===== config.mk =====
export PLATFORM = sky130hd
export DESIGN_NAME = regfile_write_arbiter
export DESIGN_NICKNAME = d
export VERILOG_FILES = /design/src/rtl/regfile_pkg.sv /design/src/rtl/regfile_write_arbiter_rr_arbiter.sv /design/src/rtl/regfile_write_arbiter.sv
export SDC_FILE = /design/constraint.sdc
export NUM_CORES = 1
export LEC_CHECK = 0
export BUFFER_PORTS_ARGS = -buffer_cell sky130_fd_sc_hd__buf_2
export CAP_MARGIN = 10
export CORE_ASPECT_RATIO = 2
export CORE_MARGIN = 2
export CORE_UTILIZATION = 31
export CTS_BUF_LIST = sky130_fd_sc_hd__clkbuf_4 sky130_fd_sc_hd__clkbuf_8 sky130_fd_sc_hd__clkbuf_16
export CTS_CLUSTER_SIZE = 28
export DETAILED_ROUTE_END_ITERATION = 10
export GPL_ROUTABILITY_DRIVEN = 1
export PLACE_DENSITY = 0.63
export SYNTH_ARGS = -nofsm -noshare
export SYNTH_HDL_FRONTEND = slang
export SYNTH_HIERARCHICAL = 1
export SYNTH_SLANG_ARGS = --single-unit

===== constraint.sdc =====
create_clock -name clk -period 2.2 [get_ports clk]
set_input_delay 0.44 -clock clk [delete_from_list [all_inputs] [get_ports clk]]
set_output_delay 0.44 -clock clk [all_outputs]
set_load 0.02 [all_outputs]

===== src/rtl/regfile_pkg.sv =====
// Shared register file types and sizes for the 32x32 three-ported register file
// and the logic that sits on its ports.
package regfile_pkg;

    localparam int unsigned RF_AW    = 5;
    localparam int unsigned RF_DW    = 32;
    localparam int unsigned RF_NREGS = 32;

    typedef logic [RF_AW-1:0] rf_addr_t;
    typedef logic [RF_DW-1:0] rf_data_t;

    typedef enum logic {
        WA_INIT,
        WA_RUN
    } wa_state_t;

endpackage


===== src/rtl/regfile_write_arbiter_rr_arbiter.sv =====
// Combinational round-robin arbiter: grants the first active request at or above
// ptr, wrapping modulo N.
module rr_arbiter #(
    parameter int unsigned N  = 3,
    parameter int unsigned IW = (N > 1) ? $clog2(N) : 1
) (
    input  logic [N-1:0]  req,
    input  logic [IW-1:0] ptr,
    output logic [N-1:0]  gnt,
    output logic [IW-1:0] gnt_idx,
    output logic          any
);

    always_comb begin
        int unsigned idx;
        logic [IW-1:0] cand;
        gnt     = '0;
        gnt_idx = '0;
        any     = 1'b0;
        idx     = 0;
        cand    = '0;
        for (int unsigned k = 0; k < N; k++) begin
            idx = 32'(ptr) + k;
            if (idx >= N) idx = idx - N;
            cand = IW'(idx);
            if (!any && req[cand]) begin
                gnt[cand] = 1'b1;
                gnt_idx   = cand;
                any       = 1'b1;
            end
        end
    end

endmodule


===== src/rtl/regfile_write_arbiter.sv =====
// Shares the register file write port among NREQ producers: zeroing sweep after
// reset, then one round-robin-arbitrated, registered write per cycle.
module regfile_write_arbiter
    import regfile_pkg::*;
#(
    parameter int unsigned NREQ      = 3,
    parameter int unsigned DW        = RF_DW,
    parameter int unsigned AW        = RF_AW,
    parameter bit          INIT_ZERO = 1'b1
) (
    input  logic                     clk,
    input  logic                     reset,
    input  logic [NREQ-1:0]          req_valid,
    input  logic [NREQ*AW-1:0]       req_addr,
    input  logic [NREQ*DW-1:0]       req_data,
    output logic [NREQ-1:0]          req_ready,
    output logic                     rf_we,
    output logic [AW-1:0]            rf_wa,
    output logic [DW-1:0]            rf_wd,
    output logic                     init_done,
    output logic [$clog2(NREQ)-1:0]  grant_id
);

    localparam int unsigned GW = $clog2(NREQ);
    // Extra counter bit keeps the terminal compare from aliasing on wrap.
    localparam logic [AW:0] LAST_ADDR = {1'b0, {AW{1'b1}}};

    wa_state_t       state_q, state_d;
    logic [AW:0]     init_cnt;
    logic [GW-1:0]   rr_ptr;
    logic [GW-1:0]   gnt_idx;
    logic [NREQ-1:0] gnt;
    logic            any;
    logic            accept;
    logic [AW-1:0]   sel_addr;
    logic [DW-1:0]   sel_data;

    rr_arbiter #(
        .N  (NREQ),
        .IW (GW)
    ) u_arb (
        .req     (req_valid),
        .ptr     (rr_ptr),
        .gnt     (gnt),
        .gnt_idx (gnt_idx),
        .any     (any)
    );

    always_comb begin
        state_d   = state_q;
        req_ready = '0;
        accept    = 1'b0;
        sel_addr  = req_addr[gnt_idx*AW +: AW];
        sel_data  = req_data[gnt_idx*DW +: DW];
        unique case (state_q)
            WA_INIT: begin
                if (init_cnt == LAST_ADDR) state_d = WA_RUN;
            end
            WA_RUN: begin
                req_ready = gnt;
                accept    = any;
            end
            default: state_d = WA_INIT;
        endcase
    end

    always_ff @(posedge clk) begin
        if (reset) begin
            state_q   <= INIT_ZERO ? WA_INIT : WA_RUN;
            init_cnt  <= '0;
            rr_ptr    <= '0;
            rf_we     <= 1'b0;
            rf_wa     <= '0;
            rf_wd     <= '0;
            grant_id  <= '0;
            init_done <= !INIT_ZERO;
        end else begin
            state_q <= state_d;
            if (state_q == WA_RUN) init_done <= 1'b1;
            if (state_q == WA_INIT) begin
                rf_we    <= 1'b1;
                rf_wa    <= init_cnt[AW-1:0];
                rf_wd    <= '0;
                grant_id <= '0;
                init_cnt <= init_cnt + 1'b1;
            end else if (accept) begin
                // r0 writes are consumed but never reach the register file.
                rf_we    <= (sel_addr != '0);
                rf_wa    <= sel_addr;
                rf_wd    <= sel_data;
                grant_id <= gnt_idx;
                rr_ptr   <= (gnt_idx == GW'(NREQ-1)) ? '0 : gnt_idx + 1'b1;
            end else begin
                rf_we <= 1'b0;
            end
        end
    end

endmodule


==> results of run 1 <==
[state kept, by name, summed over array words and instances, names as in the netlist]
register and cells:
rf_wd 32, grant_id 2, rf_we 1, init_done 1
rr_ptr 2, rf_wa 5, init_cnt 6, state_q 1
[worst reg2reg max path, stage by stage (launching register included)]
cell,delay [ps]
sky130_fd_sc_hd__dfxtp_4,400
sky130_fd_sc_hd__inv_4,50
sky130_fd_sc_hd__ha_4,190
sky130_fd_sc_hd__mux2i_4,210
sky130_fd_sc_hd__or2_4,270
sky130_fd_sc_hd__a21oi_4,150
sky130_fd_sc_hd__a21oi_4,60
sky130_fd_sc_hd__buf_12,170
sky130_fd_sc_hd__nor2b_4,180
sky130_fd_sc_hd__buf_4,150
sky130_fd_sc_hd__o2bb2ai_2,120
sky130_fd_sc_hd__nor2_1,70
sky130_fd_sc_hd__o32ai_1,250
[what timing repair did]
item	CTS	global route
cloned	1	3
gates resized for setup	42	31
endpoints found under the setup margin	45	45
pin swaps	6	9
setup buffers	7	6
[kinds of logic (layout without fill, tap and decap cells)]
logic type | count (synthesis) | count (layout) | synth area share
adders and majority gates | 5 | 5 | 0.02193
buffers and inverters | 33 | 219 | 0.06315
and+or+nand+nor | 92 | 92 | 0.1513
muxes | 44 | 44 | 0.1588
DFF | 50 | 50 | 0.3509
xor gates and xnor gates | 4 | 4 | 0.01228
AOI/OAI and AO/OA | 126 | 126 | 0.2417
[metrics by stage]
| stage | area [µm²] | total power [mW] | TNS [ps] |
|---|---|---|---|
| 2_1_floorplan | 2870 | 1.145 | -125.2 |
| 3_3_place_gp | 3959 | 1.315 | -6247 |
| 3_5_place_dp | 3959 | 1.319 | -9853 |
| 4_1_cts | 4365 | 2.151 | -2210 |
| 5_1_grt | 4617 | 2.279 | -7107 |
| 6_report | 4617 | 2.177 | -2539 |
[worst paths after layout]
kind	start	to	slack [ps]	cells past startpoint
hold reg to reg	init_done	init_done	480	2
setup reg to reg	rr_ptr[1]	rf_wa[0]	-150	12
hold / removal	req_data[85]	rf_wd[21]	410	3
setup / recovery	rr_ptr[1]	req_ready[0]	-190	9
[layer usage]
metal  global-route usage  wire [µm]
met1               0.2109       3762
met2               0.3543       5490
met3              0.03186        547
met4              0.09831        381
met5                    0          0
[cell usage in the layout (no fill, tap or decap), types with 3 or more instances in the layout]
cell                        synthesis  routed
sky130_fd_sc_hd__dfxtp_1           50      48
sky130_fd_sc_hd__ha_4               0       4
sky130_fd_sc_hd__o211ai_1           3       3
sky130_fd_sc_hd__buf_12             0       7
sky130_fd_sc_hd__nor2_1            53      51
sky130_fd_sc_hd__and2_1             4       3
sky130_fd_sc_hd__nand2_1            8       7
sky130_fd_sc_hd__buf_6              6       7
sky130_fd_sc_hd__buf_4              0      30
sky130_fd_sc_hd__mux2i_4            1       3
sky130_fd_sc_hd__buf_2              9     156
sky130_fd_sc_hd__o2bb2ai_2          0       3
sky130_fd_sc_hd__nand3b_1           4       4
sky130_fd_sc_hd__o21ai_0           37      33
sky130_fd_sc_hd__mux2i_2            0       8
sky130_fd_sc_hd__a21oi_4            0       3
sky130_fd_sc_hd__a21oi_1           71      67
sky130_fd_sc_hd__xor2_1             3       3
sky130_fd_sc_hd__mux2i_1           43      33
sky130_fd_sc_hd__nand2b_1           7       7
sky130_fd_sc_hd__clkbuf_16          0       8
sky130_fd_sc_hd__nor3_1             4       4
[final cells by class]
type / count / area share
clock buffer: 5 / 0.02710
timing repair buffer: 207 / 0.3000
inverter: 4 / 0.004336
clock inverter: 3 / 0.005420
multi-input combinational: 271 / 0.4171
sequential: 50 / 0.2184
tap: 102 / 0.02764
[power breakdown]
| group | total, mW | leakage [nW] | switching, mW | internal, mW |
|---|---|---|---|---|
| Sequential | 0.920 | 0.406 | 0.00899 | 0.911 |
| Combinational | 0.468 | 1.69 | 0.213 | 0.255 |
| Clock | 0.789 | 0.0704 | 0.361 | 0.428 |
| Total | 2.18 | 2.16 | 0.583 | 1.59 |
==> run_summary.xml, run 1 <==
<?xml version="1.0" encoding="UTF-8"?>
<metrics>
  <group name="synth">
    <metric name="flip_flop_and_latch_count_after_synthesis" unit="">50</metric>
    <metric name="synthesis.yosys.warnings" unit="">6</metric>
    <metric name="avgSynthCellArea" unit="µm²">8.059</metric>
    <metric name="post_synth_num_cell_types" unit="">38</metric>
    <metric name="syn-num-nets" unit="">475</metric>
    <metric name="share_of_flip_flops_with_an_asynchronous_set_or_reset_after_synthesis" unit="">0</metric>
    <metric name="synth_seq_area_share" unit="">0.3509</metric>
    <metric name="synth-main-ff-cell" unit="">sky130_fd_sc_hd__dfxtp_1</metric>
    <metric name="synth_area" unit="mm²">0.002853</metric>
    <metric name="top_post_synthesis_cells_by_area" unit="">sky130_fd_sc_hd__dfxtp_1, sky130_fd_sc_hd__mux2i_1, sky130_fd_sc_hd__a21oi_1</metric>
    <metric name="post-synth-top-area-cell" unit="">sky130_fd_sc_hd__dfxtp_1</metric>
    <metric name="synth.top_cell.area_share" unit="">0.3509</metric>
    <metric name="postSynthCellCount" unit="">354</metric>
    <metric name="post-synth-top-count-cell" unit="">sky130_fd_sc_hd__a21oi_1</metric>
    <metric name="ys_top_cells_by_count" unit="">sky130_fd_sc_hd__a21oi_1, sky130_fd_sc_hd__nor2_1, sky130_fd_sc_hd__dfxtp_1</metric>
    <metric name="synth_enable_flop_cells" unit="">0</metric>
  </group>
  <group name="routing">
    <metric name="final_antenna_net_count" unit="">0</metric>
    <metric name="first_pass_iters" unit="">5</metric>
    <metric name="route.detailed.drc" unit="">0</metric>
    <metric name="drt_iter0_markers" unit="">159</metric>
    <metric name="vias_per_inst" unit="">5.154</metric>
    <metric name="drt_wl_total" unit="µm">10180</metric>
    <metric name="detailroute.via_count" unit="">3309</metric>
    <metric name="post_drt_wl_per_cell" unit="µm">15.86</metric>
  </group>
  <group name="worst_setup_path">
    <metric name="worstPathCellList" unit="">inv_4, ha_4, mux2i_4, o21ai_2, buf_4, a21oi_4, a22oi_2, and2_1, buf_6</metric>
    <metric name="worstPathArrival" unit="ps">1950</metric>
    <metric name="cp_top_family" unit="">flip-flops</metric>
    <metric name="critical_path_s_slowest_cell" unit="">sky130_fd_sc_hd__dfxtp_4</metric>
    <metric name="kind_of_end_point_of_the_critical_path" unit="">output pin</metric>
    <metric name="crit_buf_inv" unit="">3</metric>
    <metric name="slowest_delay" unit="ps">400</metric>
    <metric name="worst-endpoint-required" unit="ps">1760</metric>
    <metric name="path_class" unit="">flop to output pin</metric>
    <metric name="crit_path_max_fanout" unit="">6</metric>
    <metric name="start_kind" unit="">flop</metric>
  </group>
  <group name="grt">
    <metric name="first_global_vias" unit="">3261</metric>
    <metric name="first_pass_grt_wire_length" unit="µm">15590</metric>
    <metric name="pin_count_of_the_biggest_net_entering_global_routing" unit="">28</metric>
    <metric name="grt_remaining_overflow" unit="">0</metric>
    <metric name="initial_antenna_violation_count" unit="">0</metric>
    <metric name="gr-usage-all-layers" unit="">0.1954</metric>
  </group>
  <group name="flow_run">
    <metric name="maxCapViolCount" unit="">0</metric>
  </group>
  <group name="sta">
    <metric name="worst_clock_skew" unit="ps">6.055</metric>
    <metric name="whs" unit="ps">408.7</metric>
    <metric name="timing.final.crit_share" unit="">1.085</metric>
    <metric name="fin_ws" unit="ps">-188.0</metric>
    <metric name="timing_limited_maximum_frequency" unit="MHz">418.8</metric>
    <metric name="grt_setup_unrepaired" unit="">true</metric>
    <metric name="slew_headroom" unit="">0.6082</metric>
    <metric name="drv_slew" unit="">0</metric>
    <metric name="period_minus_slack" unit="ps">2388</metric>
    <metric name="timing.final.hold_violations" unit="">0</metric>
    <metric name="tightestPinTransition" unit="ps">586.9</metric>
    <metric name="final-setup-viol-count" unit="">41</metric>
  </group>
  <group name="finish">
    <metric name="register_area" unit="mm²">0.001008</metric>
    <metric name="layout_cell_share_with_drive_strength_beyond_1" unit="">0.4852</metric>
    <metric name="num-nets-final" unit="">660</metric>
    <metric name="syn2layout_area_growth" unit="%">61.84</metric>
    <metric name="area_of_the_multi_input_gates" unit="mm²">0.001926</metric>
    <metric name="layout_utilization" unit="">0.5158</metric>
    <metric name="antenna_cells_inserted" unit="">0</metric>
    <metric name="fin_cells" unit="">642</metric>
    <metric name="nFillCells" unit="">842</metric>
  </group>
  <group name="pwr">
    <metric name="cellPowerDensity" unit="mW/mm²">471.5</metric>
    <metric name="static-leakage-power" unit="nW">2.162</metric>
    <metric name="worst_ir_drop_vdd" unit="V">0.0003873</metric>
  </group>
  <group name="hold_path">
    <metric name="timing.hold.worst.class" unit="">input port to flop</metric>
  </group>
  <group name="cts">
    <metric name="clkLatencyLatePin" unit="ps">290</metric>
    <metric name="hold_buffers" unit="">0</metric>
    <metric name="cts.htree.levels" unit="">2</metric>
    <metric name="worst_setup_hold_path_clk_slew" unit="ps">70</metric>
    <metric name="tritoncts_num_sinks" unit="">50</metric>
    <metric name="cts_buffer_count" unit="">5</metric>
    <metric name="clock-root-buffer" unit="">sky130_fd_sc_hd__clkbuf_16</metric>
    <metric name="cts_max_path_buffers" unit="">2</metric>
    <metric name="tritoncts" unit="">yes</metric>
  </group>
  <group name="die">
    <metric name="floorplan.die_area" unit="mm²">0.01003</metric>
    <metric name="core-area" unit="mm²">0.008951</metric>
    <metric name="initial_core_utilization" unit="">0.3187</metric>
    <metric name="die_width" unit="µm">71.83</metric>
    <metric name="fp-row-count" unit="">49</metric>
    <metric name="ios" unit="">160</metric>
    <metric name="die_height" unit="µm">139.7</metric>
  </group>
  <group name="place">
    <metric name="place.detailed.instances" unit="">619</metric>
    <metric name="place_hpwl" unit="µm">7419</metric>
    <metric name="pre_cts_slack" unit="ps">-301.3</metric>
    <metric name="numPortBuffers" unit="">159</metric>
    <metric name="routabilityCongestion" unit="">0.8615</metric>
  </group>
  <group name="run_status">
    <metric name="run_status" unit="">finished with violations</metric>
    <metric name="failed_checks" unit="">negative setup slack</metric>
  </group>
</metrics>
(Power assumes the default switching activity.)
==> inputs of run 2 (changes only) <==
- ABC_AREA: default -> 1
- CORE_UTILIZATION: 31 -> 40
- PLACE_DENSITY: 0.63 -> 0.78
==> run_summary.xml, run 2 <==
<?xml version="1.0" encoding="UTF-8"?>
<metrics>
  <group name="finish">
    <metric name="num-nets-final" unit="">664</metric>
    <metric name="antenna_cells_inserted" unit="">0</metric>
    <metric name="largest_registers" unit="">rf_wd x32, init_cnt x6, rf_wa x5</metric>
    <metric name="nFillCells" unit="">650</metric>
    <metric name="largest_register_ff_count" unit="">32</metric>
    <metric name="layout_common_cells" unit="">sky130_fd_sc_hd__buf_2, sky130_fd_sc_hd__nand2_1, sky130_fd_sc_hd__dfxtp_1, sky130_fd_sc_hd__a31oi_1, sky130_fd_sc_hd__o21ai_0</metric>
    <metric name="finalInstanceArea" unit="mm²">0.004094</metric>
    <metric name="layout_cell_share_with_drive_strength_beyond_1" unit="">0.4375</metric>
    <metric name="register_area" unit="mm²">0.001003</metric>
    <metric name="layout.cells.most_common" unit="">sky130_fd_sc_hd__buf_2</metric>
    <metric name="area_of_the_multi_input_gates" unit="mm²">0.001579</metric>
    <metric name="fin_cells" unit="">634</metric>
    <metric name="largest-register" unit="">rf_wd</metric>
    <metric name="syn2layout_area_growth" unit="%">44.97</metric>
    <metric name="layout_utilization" unit="">0.5945</metric>
  </group>
  <group name="sta">
    <metric name="period_minus_slack" unit="ps">2284</metric>
    <metric name="tightestPinTransition" unit="ps">445.4</metric>
    <metric name="grt_setup_unrepaired" unit="">true</metric>
    <metric name="timing.final.crit_share" unit="">1.038</metric>
    <metric name="slew_headroom" unit="">0.7027</metric>
    <metric name="final-setup-viol-count" unit="">19</metric>
    <metric name="timing.final.hold_violations" unit="">0</metric>
    <metric name="drv_slew" unit="">0</metric>
    <metric name="worst_clock_skew" unit="ps">3.540</metric>
    <metric name="fin_ws" unit="ps">-84.47</metric>
    <metric name="timing_limited_maximum_frequency" unit="MHz">437.7</metric>
  </group>
  <group name="grt">
    <metric name="pin_count_of_the_biggest_net_entering_global_routing" unit="">34</metric>
    <metric name="initial_antenna_violation_count" unit="">0</metric>
    <metric name="first_global_vias" unit="">3228</metric>
    <metric name="gr-usage-all-layers" unit="">0.2292</metric>
    <metric name="grt_remaining_overflow" unit="">0</metric>
    <metric name="first_pass_grt_wire_length" unit="µm">14410</metric>
  </group>
  <group name="pwr">
    <metric name="sw_frac_of_total" unit="">0.2387</metric>
    <metric name="static-leakage-power" unit="nW">1.941</metric>
    <metric name="pwr-share-comb" unit="">0.162</metric>
    <metric name="share_clk_of_total_power" unit="">0.415</metric>
    <metric name="cellPowerDensity" unit="mW/mm²">530.7</metric>
    <metric name="p_int" unit="mW">1.654</metric>
    <metric name="switchingPower" unit="µW">518.7</metric>
    <metric name="worst_ir_drop_vdd" unit="V">0.0004973</metric>
    <metric name="seqPwrFrac" unit="">0.424</metric>
    <metric name="power" unit="mW">2.173</metric>
  </group>
  <group name="synth">
    <metric name="post-synth-top-count-cell" unit="">sky130_fd_sc_hd__nand2_1</metric>
    <metric name="synth.top_cell.area_share" unit="">0.3545</metric>
    <metric name="ys_top_cells_by_count" unit="">sky130_fd_sc_hd__nand2_1, sky130_fd_sc_hd__dfxtp_1, sky130_fd_sc_hd__a31oi_1</metric>
    <metric name="share_of_flip_flops_with_an_asynchronous_set_or_reset_after_synthesis" unit="">0</metric>
    <metric name="postSynthCellCount" unit="">378</metric>
    <metric name="synth_enable_flop_cells" unit="">0</metric>
    <metric name="top_post_synthesis_cells_by_area" unit="">sky130_fd_sc_hd__dfxtp_1, sky130_fd_sc_hd__nand2_1, sky130_fd_sc_hd__a31oi_1</metric>
    <metric name="post-synth-top-area-cell" unit="">sky130_fd_sc_hd__dfxtp_1</metric>
    <metric name="syn-num-nets" unit="">499</metric>
    <metric name="avgSynthCellArea" unit="µm²">7.471</metric>
    <metric name="flip_flop_and_latch_count_after_synthesis" unit="">50</metric>
    <metric name="synth-main-ff-cell" unit="">sky130_fd_sc_hd__dfxtp_1</metric>
    <metric name="post_synth_num_cell_types" unit="">29</metric>
    <metric name="synthesis.yosys.warnings" unit="">6</metric>
    <metric name="synth_seq_area_share" unit="">0.3545</metric>
    <metric name="synth_area" unit="mm²">0.002824</metric>
  </group>
  <group name="die">
    <metric name="fp-row-count" unit="">43</metric>
    <metric name="die_height" unit="µm">122.8</metric>
    <metric name="ios" unit="">160</metric>
    <metric name="die_width" unit="µm">63.42</metric>
    <metric name="initial_core_utilization" unit="">0.4101</metric>
    <metric name="core-area" unit="mm²">0.006887</metric>
    <metric name="floorplan.die_area" unit="mm²">0.007789</metric>
  </group>
  <group name="routing">
    <metric name="final_antenna_net_count" unit="">0</metric>
    <metric name="post_drt_wl_per_cell" unit="µm">15.00</metric>
    <metric name="first_pass_iters" unit="">5</metric>
    <metric name="vias_per_inst" unit="">5.339</metric>
    <metric name="detailroute.via_count" unit="">3385</metric>
    <metric name="route.detailed.drc" unit="">0</metric>
    <metric name="drt_iter0_markers" unit="">284</metric>
    <metric name="drt_wl_total" unit="µm">9512</metric>
  </group>
  <group name="worst_setup_path">
    <metric name="worstPathArrival" unit="ps">1840</metric>
    <metric name="crit_buf_inv" unit="">4</metric>
    <metric name="crit_path_max_fanout" unit="">5</metric>
    <metric name="critical_path_s_slowest_cell" unit="">sky130_fd_sc_hd__dfxtp_2</metric>
    <metric name="worstReg2RegStart" unit="">rr_ptr[1]</metric>
    <metric name="reg2reg_to" unit="">rf_wd[10]</metric>
    <metric name="setup.reg_to_reg.worst_slack" unit="ps">-40</metric>
    <metric name="ff2ff_path_depth" unit="">16</metric>
    <metric name="cp_top_family" unit="">flip-flops</metric>
    <metric name="timing.critical_path.mode_cell" unit="">sky130_fd_sc_hd__nand2_1</metric>
    <metric name="kind_of_end_point_of_the_critical_path" unit="">output pin</metric>
    <metric name="path_class" unit="">flop to output pin</metric>
    <metric name="worst-endpoint-required" unit="ps">1760</metric>
    <metric name="start_kind" unit="">flop</metric>
    <metric name="worstPathCellList" unit="">inv_2, ha_4, inv_6, o31ai_4, nand3_2, nand2_1, nand2_1, inv_1, buf_6</metric>
    <metric name="slowest_delay" unit="ps">350</metric>
  </group>
  <group name="cts">
    <metric name="tritoncts_num_sinks" unit="">50</metric>
    <metric name="cts_max_path_buffers" unit="">2</metric>
    <metric name="worst_setup_hold_path_clk_slew" unit="ps">70</metric>
    <metric name="cts_buffer_count" unit="">5</metric>
    <metric name="hold_buffers" unit="">0</metric>
    <metric name="clock-root-buffer" unit="">sky130_fd_sc_hd__clkbuf_16</metric>
    <metric name="cts.htree.levels" unit="">2</metric>
    <metric name="tritoncts" unit="">yes</metric>
    <metric name="clkLatencyLatePin" unit="ps">290</metric>
  </group>
  <group name="place">
    <metric name="place.detailed.instances" unit="">621</metric>
    <metric name="routabilityCongestion" unit="">0.9407</metric>
    <metric name="numPortBuffers" unit="">159</metric>
    <metric name="place_hpwl" unit="µm">6822</metric>
    <metric name="placedInstanceArea" unit="mm²">0.003737</metric>
  </group>
  <group name="hold_path">
    <metric name="hold_end" unit="">rf_wd[31]</metric>
    <metric name="hold_path_startpoint" unit="">req_data[95]</metric>
    <metric name="min_path_cells" unit="">3</metric>
    <metric name="timing.hold.worst.class" unit="">input port to flop</metric>
  </group>
  <group name="flow_run">
    <metric name="maxCapViolCount" unit="">0</metric>
  </group>
  <group name="run_status">
    <metric name="run_status" unit="">finished with violations</metric>
    <metric name="failed_checks" unit="">negative setup slack</metric>
  </group>
</metrics>
## run 2: cell count changes in the layout (fill, tap and decap cells not counted), moves of 14 or more
cell | previous run | this run
sky130_fd_sc_hd__nand2_1 | 7 | 85
sky130_fd_sc_hd__a21oi_1 | 67 | 8
sky130_fd_sc_hd__nor2_1 | 51 | 12
sky130_fd_sc_hd__a31oi_1 | 0 | 37
sky130_fd_sc_hd__mux2i_1 | 33 | 0
sky130_fd_sc_hd__nand3_1 | 0 | 28
sky130_fd_sc_hd__a22oi_1 | 0 | 21
sky130_fd_sc_hd__inv_1 | 2 | 22
sky130_fd_sc_hd__buf_4 | 30 | 16
## run 2: per-layer routing
layer  vias up  track usage  routed length (µm)
met5         -            0                   0
met4         0       0.1101                 338
met3        26      0.03850                 609
met2       165       0.4336                5237
met1      1553       0.2396                3327
li1       1641            -                   -
## run 2: worst max-delay path by stage
stage	slack [ps]	endpoint	cells past startpoint	from
after floorplan	80	rf_wd[16]	13	rr_ptr[0]
after global placement	-40	rf_wd[21]	12	rr_ptr[0]
after detailed placement	-170	rf_wd[14]	12	rr_ptr[0]
after CTS	-30	req_ready[0]	13	rr_ptr[0]
after global routing	-180	rf_wd[10]	14	rr_ptr[1]
final	-80	req_ready[2]	9	rr_ptr[0]
## run 2: final cells by class
cell class | instances | area share
clock buffers | 7 | 0.03423
multi-input cells | 271 | 0.3857
flip-flops and latches | 50 | 0.2451
inverters | 32 | 0.03240
repair buffers | 183 | 0.2677
well taps | 90 | 0.02751
clock inverters | 1 | 0.007335
## run 2: kinds of logic after synthesis
| logic type | synth area share |
|---|---|
| compound gates | 0.2694 |
| buf+inv | 0.1152 |
| flops | 0.3545 |
| simple gates | 0.2388 |
| fa+ha+maj | 0.02215 |
## run 2: stage by stage
stage | setup TNS, ps | hold WS (ps) | setup WS (ps)
3_5_place_dp | -5093 | 466.0 | -166.3
5_1_grt | -5069 | 411.5 | -177.2
2_1_floorplan | 0 | 473.3 | 83.49
4_1_cts | -83.10 | 401.3 | -25.62
3_3_place_gp | -866.8 | 442.1 | -40.37
6_report | -464.1 | 405.1 | -84.47
## run 2: timing repair
action | in CTS | in global routing
pin swaps | 7 | 5
buffers inserted | 1 | 2
resized for setup | 18 | 13
endpoints found under the setup margin | 43 | 43
gates cloned | 0 | 2
## run 2: power groups by stage
stage,clock (mW),sequential [mW],combinational [mW]
finish,0.901,0.920,0.352
global route,0.937,0.921,0.384
CTS,0.909,0.920,0.320
detailed placement,0,0.941,0.318
global placement,0,0.941,0.311
floorplan,0,0.945,0.163
## run 2: worst register-to-register path: cells and delay by family (launching register included)
kind	cells	cell delay, ps
adders and majority gates	1	170
and+or+nand+nor	7	650
DFF	1	390
AOI/OAI and AO/OA	2	280
buffers and inverters	6	650
==> inputs of run 3 (changes only) <==
- RECOVER_POWER: default -> 25
==> run_summary.xml, run 3 (synthesis results as in run 2) <==
<?xml version="1.0" encoding="UTF-8"?>
<metrics>
  <group name="worst_setup_path">
    <metric name="crit_buf_inv" unit="">4</metric>
    <metric name="worst-endpoint-required" unit="ps">1760</metric>
    <metric name="kind_of_end_point_of_the_critical_path" unit="">output pin</metric>
    <metric name="critical_path_s_slowest_cell" unit="">sky130_fd_sc_hd__dfxtp_2</metric>
    <metric name="worstPathArrival" unit="ps">1850</metric>
    <metric name="worstPathCellList" unit="">inv_2, ha_4, inv_6, o31ai_4, nand3_2, nand2_1, nand2_1, inv_1, buf_6</metric>
    <metric name="start_kind" unit="">flop</metric>
    <metric name="cp_top_family" unit="">flip-flops</metric>
    <metric name="slowest_delay" unit="ps">350</metric>
    <metric name="path_class" unit="">flop to output pin</metric>
    <metric name="setup.reg_to_reg.worst_slack" unit="ps">-40</metric>
    <metric name="timing.critical_path.mode_cell" unit="">sky130_fd_sc_hd__nand2_1</metric>
    <metric name="crit_path_max_fanout" unit="">5</metric>
  </group>
  <group name="sta">
    <metric name="worst_clock_skew" unit="ps">3.506</metric>
    <metric name="timing_limited_maximum_frequency" unit="MHz">436.9</metric>
    <metric name="drv_slew" unit="">0</metric>
    <metric name="timing.final.crit_share" unit="">1.040</metric>
    <metric name="timing.final.hold_violations" unit="">0</metric>
    <metric name="slew_headroom" unit="">0.7017</metric>
    <metric name="fin_ws" unit="ps">-88.77</metric>
    <metric name="final-setup-viol-count" unit="">17</metric>
    <metric name="period_minus_slack" unit="ps">2289</metric>
    <metric name="finalSetupTns" unit="ps">-450.4</metric>
    <metric name="grt_setup_unrepaired" unit="">true</metric>
    <metric name="tightestPinTransition" unit="ps">446.9</metric>
  </group>
  <group name="place">
    <metric name="placedInstanceArea" unit="mm²">0.003737</metric>
    <metric name="routabilityCongestion" unit="">0.9407</metric>
    <metric name="place.detailed.instances" unit="">621</metric>
    <metric name="numPortBuffers" unit="">159</metric>
    <metric name="place_hpwl" unit="µm">6822</metric>
  </group>
  <group name="finish">
    <metric name="layout_utilization" unit="">0.5930</metric>
    <metric name="layout.cells.most_common" unit="">sky130_fd_sc_hd__buf_2</metric>
    <metric name="layout_cell_share_with_drive_strength_beyond_1" unit="">0.4228</metric>
    <metric name="largest_registers" unit="">rf_wd x32, init_cnt x6, rf_wa x5</metric>
    <metric name="antenna_cells_inserted" unit="">0</metric>
    <metric name="num-nets-final" unit="">664</metric>
    <metric name="fin_cells" unit="">634</metric>
    <metric name="largest_register_ff_count" unit="">32</metric>
    <metric name="finalInstanceArea" unit="mm²">0.004084</metric>
    <metric name="syn2layout_area_growth" unit="%">44.62</metric>
    <metric name="layout_common_cells" unit="">sky130_fd_sc_hd__buf_2, sky130_fd_sc_hd__nand2_1, sky130_fd_sc_hd__dfxtp_1, sky130_fd_sc_hd__a31oi_1, sky130_fd_sc_hd__o21ai_0</metric>
    <metric name="largest-register" unit="">rf_wd</metric>
  </group>
  <group name="cts">
    <metric name="tritoncts_num_sinks" unit="">50</metric>
    <metric name="worst_setup_hold_path_clk_slew" unit="ps">70</metric>
    <metric name="cts_buffer_count" unit="">5</metric>
    <metric name="cts.htree.levels" unit="">2</metric>
    <metric name="cts_max_path_buffers" unit="">2</metric>
    <metric name="clock-root-buffer" unit="">sky130_fd_sc_hd__clkbuf_16</metric>
    <metric name="clkLatencyLatePin" unit="ps">290</metric>
    <metric name="tritoncts" unit="">yes</metric>
  </group>
  <group name="die">
    <metric name="initial_core_utilization" unit="">0.4101</metric>
    <metric name="die_height" unit="µm">122.8</metric>
    <metric name="floorplan.die_area" unit="mm²">0.007789</metric>
    <metric name="core-area" unit="mm²">0.006887</metric>
    <metric name="fp-row-count" unit="">43</metric>
    <metric name="ios" unit="">160</metric>
    <metric name="die_width" unit="µm">63.42</metric>
  </group>
  <group name="pwr">
    <metric name="seqPwrFrac" unit="">0.424</metric>
    <metric name="sw_frac_of_total" unit="">0.2378</metric>
    <metric name="static-leakage-power" unit="nW">1.907</metric>
    <metric name="share_clk_of_total_power" unit="">0.414</metric>
    <metric name="switchingPower" unit="µW">515.9</metric>
    <metric name="worst_ir_drop_vdd" unit="V">0.0004930</metric>
    <metric name="pwr-share-comb" unit="">0.162</metric>
    <metric name="p_int" unit="mW">1.654</metric>
    <metric name="cellPowerDensity" unit="mW/mm²">531.3</metric>
  </group>
  <group name="routing">
    <metric name="vias_per_inst" unit="">5.350</metric>
    <metric name="first_pass_iters" unit="">5</metric>
    <metric name="detailroute.via_count" unit="">3392</metric>
    <metric name="post_drt_wl_per_cell" unit="µm">14.95</metric>
    <metric name="route.detailed.drc" unit="">0</metric>
    <metric name="drt_iter0_markers" unit="">306</metric>
    <metric name="final_antenna_net_count" unit="">0</metric>
    <metric name="drt_wl_total" unit="µm">9478</metric>
  </group>
  <group name="grt">
    <metric name="first_pass_grt_wire_length" unit="µm">14410</metric>
    <metric name="initial_antenna_violation_count" unit="">0</metric>
    <metric name="pin_count_of_the_biggest_net_entering_global_routing" unit="">34</metric>
    <metric name="first_global_vias" unit="">3228</metric>
    <metric name="grt_remaining_overflow" unit="">0</metric>
    <metric name="gr-usage-all-layers" unit="">0.2292</metric>
  </group>
  <group name="run_status">
    <metric name="run_status" unit="">finished with violations</metric>
    <metric name="failed_checks" unit="">negative setup slack</metric>
  </group>
  <group name="flow_run">
    <metric name="maxCapViolCount" unit="">0</metric>
  </group>
  <group name="hold_path">
    <metric name="timing.hold.worst.class" unit="">input port to flop</metric>
  </group>
</metrics>
[run 3: cell count changes in the layout (fill, tap and decap cells not counted)]
cell	previous run	this run
sky130_fd_sc_hd__clkbuf_1	0	8
sky130_fd_sc_hd__buf_2	156	148
[run 3: worst reg2reg max path, cell delays in order, from the launching register on]
cell	delay, ps
sky130_fd_sc_hd__dfxtp_2	380
sky130_fd_sc_hd__inv_2	70
sky130_fd_sc_hd__ha_4	170
sky130_fd_sc_hd__inv_2	80
sky130_fd_sc_hd__nand2_2	60
sky130_fd_sc_hd__nand3_2	90
sky130_fd_sc_hd__nand2_4	90
sky130_fd_sc_hd__inv_2	90
sky130_fd_sc_hd__nand2_1	70
sky130_fd_sc_hd__nand2_1	100
sky130_fd_sc_hd__inv_1	60
sky130_fd_sc_hd__nand2_2	170
sky130_fd_sc_hd__nor2_4	70
sky130_fd_sc_hd__buf_4	160
sky130_fd_sc_hd__clkbuf_16	190
sky130_fd_sc_hd__a22oi_1	190
sky130_fd_sc_hd__a31oi_1	90
[run 3: worst paths after layout]
check,endpoint,cells after the start,from
setup / recovery,req_ready[2],9,rr_ptr[0]
hold / removal,rf_wd[31],3,req_data[95]
setup reg to reg,rf_wd[10],16,rr_ptr[1]
hold reg to reg,init_done,2,init_done
[run 3: stage by stage]
stage / hold slack [ps] / worst slack (ps) / total power [mW]
after global placement: 442.1 / -40.37 / 1.252
after CTS: 401.3 / -25.62 / 2.150
final: 406.5 / -88.77 / 2.170
after global routing: 411.5 / -177.2 / 2.242
after floorplan: 473.3 / 83.49 / 1.108
after detailed placement: 466.0 / -166.3 / 1.258
[run 3: layer usage]
layer	routed length [µm]	up-vias	track usage
met3	660	26	0.03850
met4	335	0	0.1101
li1	-	1642	-
met2	5233	180	0.4336
met1	3249	1544	0.2396
met5	0	-	0
[run 3: power by group through the flow]
stage	combinational (mW)	clock, mW	sequential, mW
2_1_floorplan	0.163	0	0.945
3_3_place_gp	0.311	0	0.941
3_5_place_dp	0.318	0	0.941
4_1_cts	0.320	0.909	0.920
5_1_grt	0.383	0.937	0.921
6_report	0.352	0.898	0.920
[run 3: layout make-up]
| class | instances | area (µm²) |
|---|---|---|
| Sequential cell | 50 | 1003 |
| Timing Repair Buffer | 183 | 1086 |
| Multi-Input combinational cell | 271 | 1579 |
| Inverter | 32 | 132.6 |
| Clock inverter | 1 | 30.03 |
| Fill cell | 656 | 2803 |
| Tap cell | 90 | 112.6 |
| Clock buffer | 7 | 140.1 |
[run 3: repair_timing]
action,in CTS,in global routing
setup endpoints to repair,43,43
hold endpoints to repair,0,0
pin swaps,7,5
cloned,0,2
hold buffers,0,0
resized for setup,18,13
setup buffers,1,2
